### config.mk
export PLATFORM = sky130hd
export DESIGN_NAME = serializer
export DESIGN_NICKNAME = d
export VERILOG_FILES = /design/src/rtl/serializer_pkg.sv /design/src/rtl/serializer_bit_timer.sv /design/src/rtl/serializer.sv
export SDC_FILE = /design/constraint.sdc
export NUM_CORES = 1
export LEC_CHECK = 0
export BUFFER_PORTS_ARGS = -buffer_cell sky130_fd_sc_hd__buf_2
export CORE_MARGIN = 5
export CORE_UTILIZATION = 40
export DETAILED_ROUTE_END_ITERATION = 8
export SLEW_MARGIN = 25
export SYNTH_ARGS = -nofsm -noshare
export SYNTH_HDL_FRONTEND = slang
export SYNTH_SLANG_ARGS = --single-unit
### constraint.sdc
create_clock -name clock -period 4.5 [get_ports clock]
set_input_delay 0.675 -clock clock [delete_from_list [all_inputs] [get_ports clock]]
set_output_delay 0.675 -clock clock [all_outputs]
set_load 0.01 [all_outputs]
### src/rtl/serializer_pkg.sv
// Shared types and sizing helpers for the serializer block.
package serializer_pkg;

  typedef enum logic [1:0] {
    IDLE     = 2'd0,
    WAIT_RDY = 2'd1,
    SEND_HI  = 2'd2,
    SEND_LO  = 2'd3
  } state_e;

  localparam int DEFAULT_WORD_W = 8;

  function automatic int max2(input int a, input int b);
    return (a > b) ? a : b;
  endfunction

  // Bits needed to hold values 0..n-1, never less than one bit.
  function automatic int cnt_width(input int n);
    return (n > 1) ? $clog2(n) : 1;
  endfunction

endpackage

### src/rtl/serializer_bit_timer.sv
// Phase timer: loads a phase length minus one and counts down to zero.
// phase_end is high during the last clock of the current phase.
module serializer_bit_timer #(
  parameter int CNT_W = 1
) (
  input  logic             clock,
  input  logic             reset,
  input  logic             load,
  input  logic [CNT_W-1:0] load_val,
  output logic             phase_end
);

  logic [CNT_W-1:0] cnt_q;
  logic [CNT_W-1:0] cnt_d;

  // Load a new phase length, otherwise count down and park at zero.
  always_comb begin
    cnt_d = cnt_q;
    if (load) begin
      cnt_d = load_val;
    end else if (cnt_q != '0) begin
      cnt_d = cnt_q - CNT_W'(1);
    end
  end

  // Counter register with synchronous reset.
  always_ff @(posedge clock) begin
    if (reset) begin
      cnt_q <= '0;
    end else begin
      cnt_q <= cnt_d;
    end
  end

  assign phase_end = (cnt_q == '0);

endmodule

### src/rtl/serializer.sv
// Parallel-to-serial transmitter with receiver-ready gating and strobed bits.
//
//   state    | meaning
//   ---------+------------------------------------------------------------
//   IDLE     | accepting a word (in_ready=1), serial outputs quiet
//   WAIT_RDY | word captured, waiting for status_in from the receiver
//   SEND_HI  | current bit on data_out, write_out high for HI_CYCLES
//   SEND_LO  | current bit held on data_out, write_out low for LO_CYCLES
module serializer
  import serializer_pkg::*;
#(
  parameter int WORD_W    = DEFAULT_WORD_W,
  parameter int HI_CYCLES = 1,
  parameter int LO_CYCLES = 1
) (
  input  logic              clock,
  input  logic              reset,
  input  logic [WORD_W-1:0] in_data,
  input  logic              in_valid,
  output logic              in_ready,
  input  logic              status_in,
  output logic              data_out,
  output logic              write_out,
  output logic              busy_out,
  output logic              done_out
);

  localparam int CNT_W = cnt_width(max2(HI_CYCLES, LO_CYCLES));
  localparam int IDX_W = cnt_width(WORD_W);
  localparam logic [CNT_W-1:0] HI_LOAD  = CNT_W'(HI_CYCLES - 1);
  localparam logic [CNT_W-1:0] LO_LOAD  = CNT_W'(LO_CYCLES - 1);
  localparam logic [IDX_W-1:0] LAST_IDX = IDX_W'(WORD_W - 1);

  state_e            state_q, state_d;
  logic [WORD_W-1:0] shift_q, shift_d;
  logic [IDX_W-1:0]  bit_idx_q, bit_idx_d;
  logic              data_out_q, data_out_d;
  logic              write_out_q, write_out_d;
  logic              busy_out_q, busy_out_d;
  logic              done_out_q, done_out_d;

  logic              tmr_load;
  logic [CNT_W-1:0]  tmr_load_val;
  logic              phase_end;

  serializer_bit_timer #(
    .CNT_W(CNT_W)
  ) u_bit_timer (
    .clock    (clock),
    .reset    (reset),
    .load     (tmr_load),
    .load_val (tmr_load_val),
    .phase_end(phase_end)
  );

  // Next-state logic; outputs are derived from the next state so they
  // appear registered in the same clock the state itself changes.
  always_comb begin
    state_d      = state_q;
    shift_d      = shift_q;
    bit_idx_d    = bit_idx_q;
    done_out_d   = 1'b0;
    tmr_load     = 1'b0;
    tmr_load_val = HI_LOAD;

    case (state_q)
      IDLE: begin
        if (in_valid) begin
          shift_d = in_data;
          state_d = WAIT_RDY;
        end
      end
      WAIT_RDY: begin
        if (status_in) begin
          state_d      = SEND_HI;
          bit_idx_d    = '0;
          tmr_load     = 1'b1;
          tmr_load_val = HI_LOAD;
        end
      end
      SEND_HI: begin
        if (phase_end) begin
          state_d      = SEND_LO;
          tmr_load     = 1'b1;
          tmr_load_val = LO_LOAD;
        end
      end
      SEND_LO: begin
        if (phase_end) begin
          if (bit_idx_q == LAST_IDX) begin
            state_d    = IDLE;
            done_out_d = 1'b1;
          end else begin
            // MSB always sits at the top of the shift register.
            bit_idx_d    = bit_idx_q + IDX_W'(1);
            shift_d      = shift_q << 1;
            state_d      = SEND_HI;
            tmr_load     = 1'b1;
            tmr_load_val = HI_LOAD;
          end
        end
      end
      default: begin
        state_d = IDLE;
      end
    endcase

    write_out_d = (state_d == SEND_HI);
    busy_out_d  = (state_d != IDLE);
    data_out_d  = ((state_d == SEND_HI) || (state_d == SEND_LO)) ? shift_d[WORD_W-1] : 1'b0;
  end

  // State, datapath and output registers with synchronous reset.
  always_ff @(posedge clock) begin
    if (reset) begin
      state_q     <= IDLE;
      shift_q     <= '0;
      bit_idx_q   <= '0;
      data_out_q  <= 1'b0;
      write_out_q <= 1'b0;
      busy_out_q  <= 1'b0;
      done_out_q  <= 1'b0;
    end else begin
      state_q     <= state_d;
      shift_q     <= shift_d;
      bit_idx_q   <= bit_idx_d;
      data_out_q  <= data_out_d;
      write_out_q <= write_out_d;
      busy_out_q  <= busy_out_d;
      done_out_q  <= done_out_d;
    end
  end

  assign in_ready  = (state_q == IDLE);
  assign data_out  = data_out_q;
  assign write_out = write_out_q;
  assign busy_out  = busy_out_q;
  assign done_out  = done_out_q;

endmodule

==> metrics.md, run 1 <==
| Metric | Value |
|---|---|
| Hold EP | `bit_idx_q[2]` |
| RSZ-0062 raised after global routing | `no` |
| Htree depth | `1` |
| Final wirelength | `1.688 mm` |
| Reg-to-reg slack, setup | `2.60 ns` |
| Register area | `360.3 um^2` |
| Synthesis Warnings | `0` |
| Routed vias/inst | `5.341` |
| DR vias | `673` |
| Die area | `0.003077 mm^2` |
| Worst min path class | `reg -> reg` |
| Reg2reg start | `bit_idx_q[0]` |
| Die Y | `55.47 um` |
| DR DRC count | `0` |
| Wl on met1 | `774 um` |
| Postcts setup bufs | `0` |
| Pleak | `0.0003882 uW` |
| CTS sink cnt | `18` |
| Ratio of cells with drive above 1 in the final layout | `22.22%` |
| Layout Skew | `0.003113 ns` |
| Total negative slack | `0 ns` |
| Gr ovfl total | `0` |
| Post-Syn Instances | `82` |
| Seq/Total Area, Yosys | `43.57%` |
| DR WL met3 | `86 um` |
| Clock buffer depth | `2` |
| Top-Level Pins | `17` |
| Synthesized flop and latch total | `18` |
| Cells after DPL | `122` |
| Post-Layout Cell Count | `126` |
| Ys flop type | `dfxtp_1` |
| Critical Path AT | `1.28 ns` |
| Most frequent cells in the layout | `dfxtp_1 (18), buf_2 (16), a22oi_1 (7), ha_1 (7), o2bb2ai_1 (6)` |
| Row count | `16` |
| WS Path Type | `reg -> out` |
| Max-slew violations | `0` |
| CTS tree | `yes` |
| Area growth syn-to-layout | `16.79%` |
| Clock root buffer | `clkbuf_4` |
| R2r endpoint | `shift_q[4]` |
| Ratio of final minimum period to clock period | `43.50%` |
| Mapped Area | `827.0 um^2` |
| Critical Path Sink Type | `output pin` |
| CP Launch Type | `register` |
| Clock-pin transition on the worst setup and hold timing paths | `0.10 ns` |
| Antenna violations before repair | `0` |
| Core area | `0.001962 mm^2` |
| 1st-iter DRT viols | `13` |
| Synth unique cells | `29` |
| HPWL Detailed | `1.300 mm` |
| Net total in the final layout | `119` |
| WL met2 | `812 um` |
| Routed length per instance | `13.40 um` |
| Max layer used | `met4` |
| Min-delay src | `bit_idx_q[2]` |
| Syn nets | `101` |
| Die width | `55.47 um` |
| Ant diodes | `0` |
| Hold Vio Cnt, Final | `0` |
| PostCTS Resize Cnt | `0` |
| Count of maximum capacitance violations | `0` |
| Syn avg cell area | `10.09 um^2` |
| F_max | `510.8 MHz` |
| Largest net degree at the start of global routing | `12` |
| R2R depth | `6` |
| Global placement routability congestion | `0.7890` |
| Clk_lat worst skew | `0.29 ns` |
| Pwr Total | `539.5 uW` |
| PD cells | `558.6 mW/mm^2` |
| Design Area, Final | `965.9 um^2` |
| Worst Path Max Fanout | `8` |
| DP Area | `929.6 um^2` |
| Worst vdd rail ir drop | `0.2765 mV` |
| Async SR Flop Fraction | `0%` |
| Status | `completed` |
| Multi-input combinational cell area | `444.2 um^2` |
| WHS Path Cells | `2` |
| Global-route wire length before repair | `2.987 mm` |
| Final Setup Violations | `0` |
| CTS Buf Count | `3` |
| Most common cell after layout, fill and taps aside | `dfxtp_1` |
| Number of synthesized flops with an enable pin | `0` |
| Final Critical Period | `1.958 ns` |
| Drt first pass iters | `4` |
| Overall Global Routing Usage | `11.98%` |
| Count of input and output buffers | `16` |
| Vias in the first global route | `666` |
| Worst EP required | `3.83 ns` |
| Fillers | `212` |
| Initial core utilization | `42.16%` |
| Remaining antenna violation count | `0` |
| Hold Buf Count CTS | `0` |
## cell families after synthesis
group                    Yosys count  synth area share, %
adder cells (fa/ha/maj)            7                10.59
other                              1               0.4534
flip-flops                        18                43.57
AO/OA/AOI/OAI                     27                24.81
buffers and inverters              6                2.723
AND/OR/NAND/NOR                   23                17.85
## routing by layer
metal / track usage (%) / vias to the layer above
li1: - / 342
met1: 14.31 / 318
met2: 19.76 / 11
met3: 2.797 / 2
met4: 6.250 / 0
met5: 0 / -
## how the worst max path moves through the flow
stage / from / end / slack [ns] / cells after the start
floorplan: bit_idx_q[0] / shift_q[1] / 2.79 / 7
global placement: bit_idx_q[0] / shift_q[1] / 2.63 / 6
detailed placement: bit_idx_q[0] / shift_q[4] / 2.63 / 6
CTS: state_q[0] / in_ready / 2.52 / 3
global route: state_q[0] / in_ready / 2.43 / 3
finish: state_q[0] / in_ready / 2.54 / 3
## worst max-delay path, stage by stage, from the launching register on
cell	delay (ns)
dfxtp_1	0.41
inv_1	0.11
ha_1	0.30
buf_2	0.18
## layout make-up
cell class | count | share of cell area, %
Inverter | 3 | 1.166
Tap cell | 27 | 3.497
Timing Repair Buffer | 16 | 8.290
Multi-Input combinational cell | 58 | 45.98
Sequential cell | 18 | 37.31
Clock buffer | 4 | 3.756
## metrics by stage
stage	hold slack, ns	worst slack [ns]	util (%)
floorplan	0.4323	2.789	-
global placement	0.4489	2.631	47.39
finish	0.4652	2.542	49.23
detailed placement	0.4510	2.628	47.39
CTS	0.4703	2.523	49.23
global route	0.4994	2.430	49.23
## sequential cells by signal, summed over array words and instances (netlist names)
| signal | count |
|---|---|
| bit_idx_q | 3 |
| state_q | 2 |
| done_out | 1 |
| data_out | 1 |
| u_bit_timer.cnt_q | 1 |
| write_out | 1 |
| busy_out | 1 |
| shift_q | 8 |
## cells in the mapped netlist (all sizes together), types with 2 or more instances
master / n / area share [%]
a21oi: 4 / 2.4
a22oi: 7 / 6.4
and2: 2 / 1.5
clkbuf: 3 / 1.4
dfxtp: 18 / 44
ha: 7 / 11
inv: 3 / 1.4
nand2: 3 / 1.4
nand2b: 4 / 3.0
nand4b: 2 / 2.1
nor2: 4 / 1.8
nor2b: 2 / 1.5
o211ai: 2 / 1.8
o21ai: 3 / 2.3
o2bb2ai: 6 / 6.4
## power breakdown
group	total (uW)	internal [uW]	leakage (uW)	switching (uW)
combinational	227	98.1	0.000220	129
clock	97.7	49.2	0.0000210	48.5
sequential	215	194	0.000147	21.3
total	540	341	0.000388	199
Power figures use the tool's default switching activity.
==> inputs of run 2 (changes only) <==
ABC_AREA = 1   (was not set)
clock period = 1.59 ns   (was 4.5 ns; I/O delays follow)
==> metrics.md, run 2 <==
| Metric | Value |
|---|---|
| Max reg flops | `8` |
| Overall Global Routing Usage | `13.32%` |
| Synth top area cells | `dfxtp_1 (38%), nand2_1 (21%), ha_1 (9.2%), a21oi_2 (6.4%), nand3_1 (5.8%)` |
| Most frequent cells after synthesis | `nand2_1 (54), dfxtp_1 (18), inv_1 (13), nand3_1 (11), nor2_1 (9)` |
| Layout Skew | `0.005766 ns` |
| Syn nets | `156` |
| Postcts setup bufs | `0` |
| Initial core utilization | `42.63%` |
| Ratio of final minimum period to clock period | `91.30%` |
| Synth unique cells | `20` |
| HPWL Detailed | `1.612 mm` |
| CP Cell Sequence | `inv_1, buf_4, ha_1, o21ai_0, nand3_1, nand3_1, nand2_1` |
| Count of input and output buffers | `16` |
| Die Y | `58.79 um` |
| Clock root buffer | `clkbuf_4` |
| Die area | `0.003456 mm^2` |
| Row count | `17` |
| Vias in the first global route | `839` |
| Drt first pass iters | `4` |
| Most frequent cells in the layout | `nand2_1 (54), dfxtp_1 (17), buf_2 (16), inv_1 (12), nand3_1 (11)` |
| Worst EP required | `1.79 ns` |
| Total negative slack | `0 ns` |
| Clock-pin transition on the worst setup and hold timing paths | `0.10 ns` |
| Reg2reg start | `state_q[0]` |
| Multi-input combinational cell area | `551.8 um^2` |
| CTS sink cnt | `18` |
| Remaining antenna violation count | `0` |
| DR vias | `874` |
| F_max | `688.9 MHz` |
| Pleak | `0.0005731 uW` |
| Levels on crit path | `7` |
| Critical Path AT | `1.65 ns` |
| Area growth syn-to-layout | `21.29%` |
| Design Area, Final | `0.001155 mm^2` |
| Synthesized flop and latch total | `18` |
| Status | `completed` |
| Worst hold slack | `0.2320 ns` |
| Number of synthesized flops with an enable pin | `0` |
| R2R depth | `7` |
| Mapped Area | `952.2 um^2` |
| Htree depth | `1` |
| Final Setup Violations | `0` |
| Fillers | `236` |
| Ant diodes | `0` |
| CP Launch Type | `register` |
| CP peak stage delay | `0.40 ns` |
| CTS tree | `yes` |
| Die width | `58.79 um` |
| Most common cell after layout, fill and taps aside | `nand2_1` |
| Clock buffer depth | `2` |
| Max-slew violations | `0` |
| 1st-iter DRT viols | `12` |
| Most frequent cell after synthesis | `nand2_1` |
| Worst min path class | `in -> reg` |
| Reg-to-reg slack, setup | `0.14 ns` |
| Final Critical Period | `1.452 ns` |
| DP Area | `0.001094 mm^2` |
| Count of maximum capacitance violations | `0` |
| Core area | `0.002233 mm^2` |
| Routed vias/inst | `4.649` |
| Cell taking the most area after synthesis | `dfxtp_1` |
| Largest net degree at the start of global routing | `13` |
| Slowest CP cell | `dfxtp_1` |
| CTS Buf Count | `3` |
| Delay-heaviest family, CP | `flip-flops` |
| R2r endpoint | `busy_out` |
| Syn avg cell area | `6.950 um^2` |
| Clk_lat worst skew | `0.29 ns` |
| Crit path top cell by count | `nand3_1` |
| Routed length per instance | `10.96 um` |
| DR DRC count | `0` |
| Biggest regs | `shift_q: 8 flops, bit_idx_q: 3 flops, state_q: 2 flops` |
| Worst vdd rail ir drop | `0.4265 mV` |
| Critical Path Source | `state_q[0]` |
| Final wirelength | `2.061 mm` |
| Register area | `361.6 um^2` |
| Critical Path Sink Type | `register` |
| Worst Path Max Fanout | `4` |
| WP buf/inv | `2` |
| WS Path Type | `reg -> reg` |
| Post-synth top area share | `37.84%` |
| Global placement routability congestion | `0.8033` |
| Net total in the final layout | `180` |
| Synthesis Warnings | `0` |
| PD cells | `895.3 mW/mm^2` |
| Seq/Total Area, Yosys | `37.84%` |
| Ratio of cells with drive above 1 in the final layout | `26.88%` |
| Largest reg by FF count | `shift_q` |
| Global-route wire length before repair | `3.574 mm` |
| Gr ovfl total | `0` |
| CP Capture Point | `busy_out` |
| Async SR Flop Fraction | `0%` |
| Hold Vio Cnt, Final | `0` |
| Top-Level Pins | `17` |
| Post-Syn Instances | `137` |
| Ys flop type | `dfxtp_1` |
| Antenna violations before repair | `0` |
-- run 2: changes by cell type in the layout (fill, tap and decap cells not counted), moves of 5 or more --
cell,before,now
a21oi_2,0,6
a22oi_1,7,0
buf_4,0,5
inv_1,3,12
nand2_1,3,54
nand3_1,0,11
nor2_1,4,9
o2bb2ai_1,6,0
-- run 2: power by group --
group / leakage, uW / internal [uW] / total, uW / switching [uW]
sequential: 0.000147 / 482 / 503 / 20.4
clock: 0.0000210 / 140 / 281 / 142
combinational: 0.000405 / 101 / 250 / 149
total: 0.000573 / 723 / 1030 / 311
-- run 2: worst min-delay path: stages --
cell	delay [ns]
buf_2	0.10
nand4_1	0.08
a21oi_1	0.06
-- run 2: cell families (layout without fill, tap and decap cells) --
kind of cell | after synthesis | count (layout) | share of synthesized area (%)
adders and majority gates | 7 | 7 | 9.198
other | 1 | 1 | 0.3938
and+or+nand+nor | 79 | 79 | 34.30
AOI/OAI and AO/OA | 16 | 16 | 11.56
DFF | 18 | 18 | 37.85
buffers and inverters | 16 | 39 | 6.702
-- run 2: routing by layer --
metal	vias up	track usage, %	wire, um
met1	379	16.97	968
li1	474	-	-
met2	18	21.77	963
met3	3	3.070	107
met5	-	0	0
met4	0	4.854	22
-- run 2: final cells by class --
type | count | area share, %
Tap cell | 28 | 3.034
Sequential cell | 18 | 31.31
Clock buffer | 4 | 3.142
Multi-Input combinational cell | 103 | 47.78
Inverter | 14 | 4.550
Timing Repair Buffer | 21 | 10.18
-- run 2: how the worst min path moves through the flow --
stage,startpoint,endpoint,depth (start not counted)
after global routing,in_data[0],shift_q[0],3
final,in_data[0],shift_q[0],3
after detailed placement,shift_q[0],shift_q[0],2
after global placement,shift_q[0],shift_q[0],2
after floorplan,reset,done_out,1
after CTS,in_data[0],shift_q[0],3
-- run 2: repair_timing --
| item | in CTS | in global routing |
|---|---|---|
| hold buffers | 0 | 0 |
| endpoints found under the setup margin | 0 | 17 |
| resized for setup | 0 | 8 |
-- run 2: per-stage QoR --
step	worst slack, ns	total power, uW	util, %	instances
floorplan	0.1757	674.3	-	137
global placement	0.08999	751.6	48.96	184
detailed placement	0.06935	756.8	48.96	184
CTS	0.03718	1039	50.59	188
global route	-0.003542	1111	51.71	188
finish	0.1384	1034	51.71	188
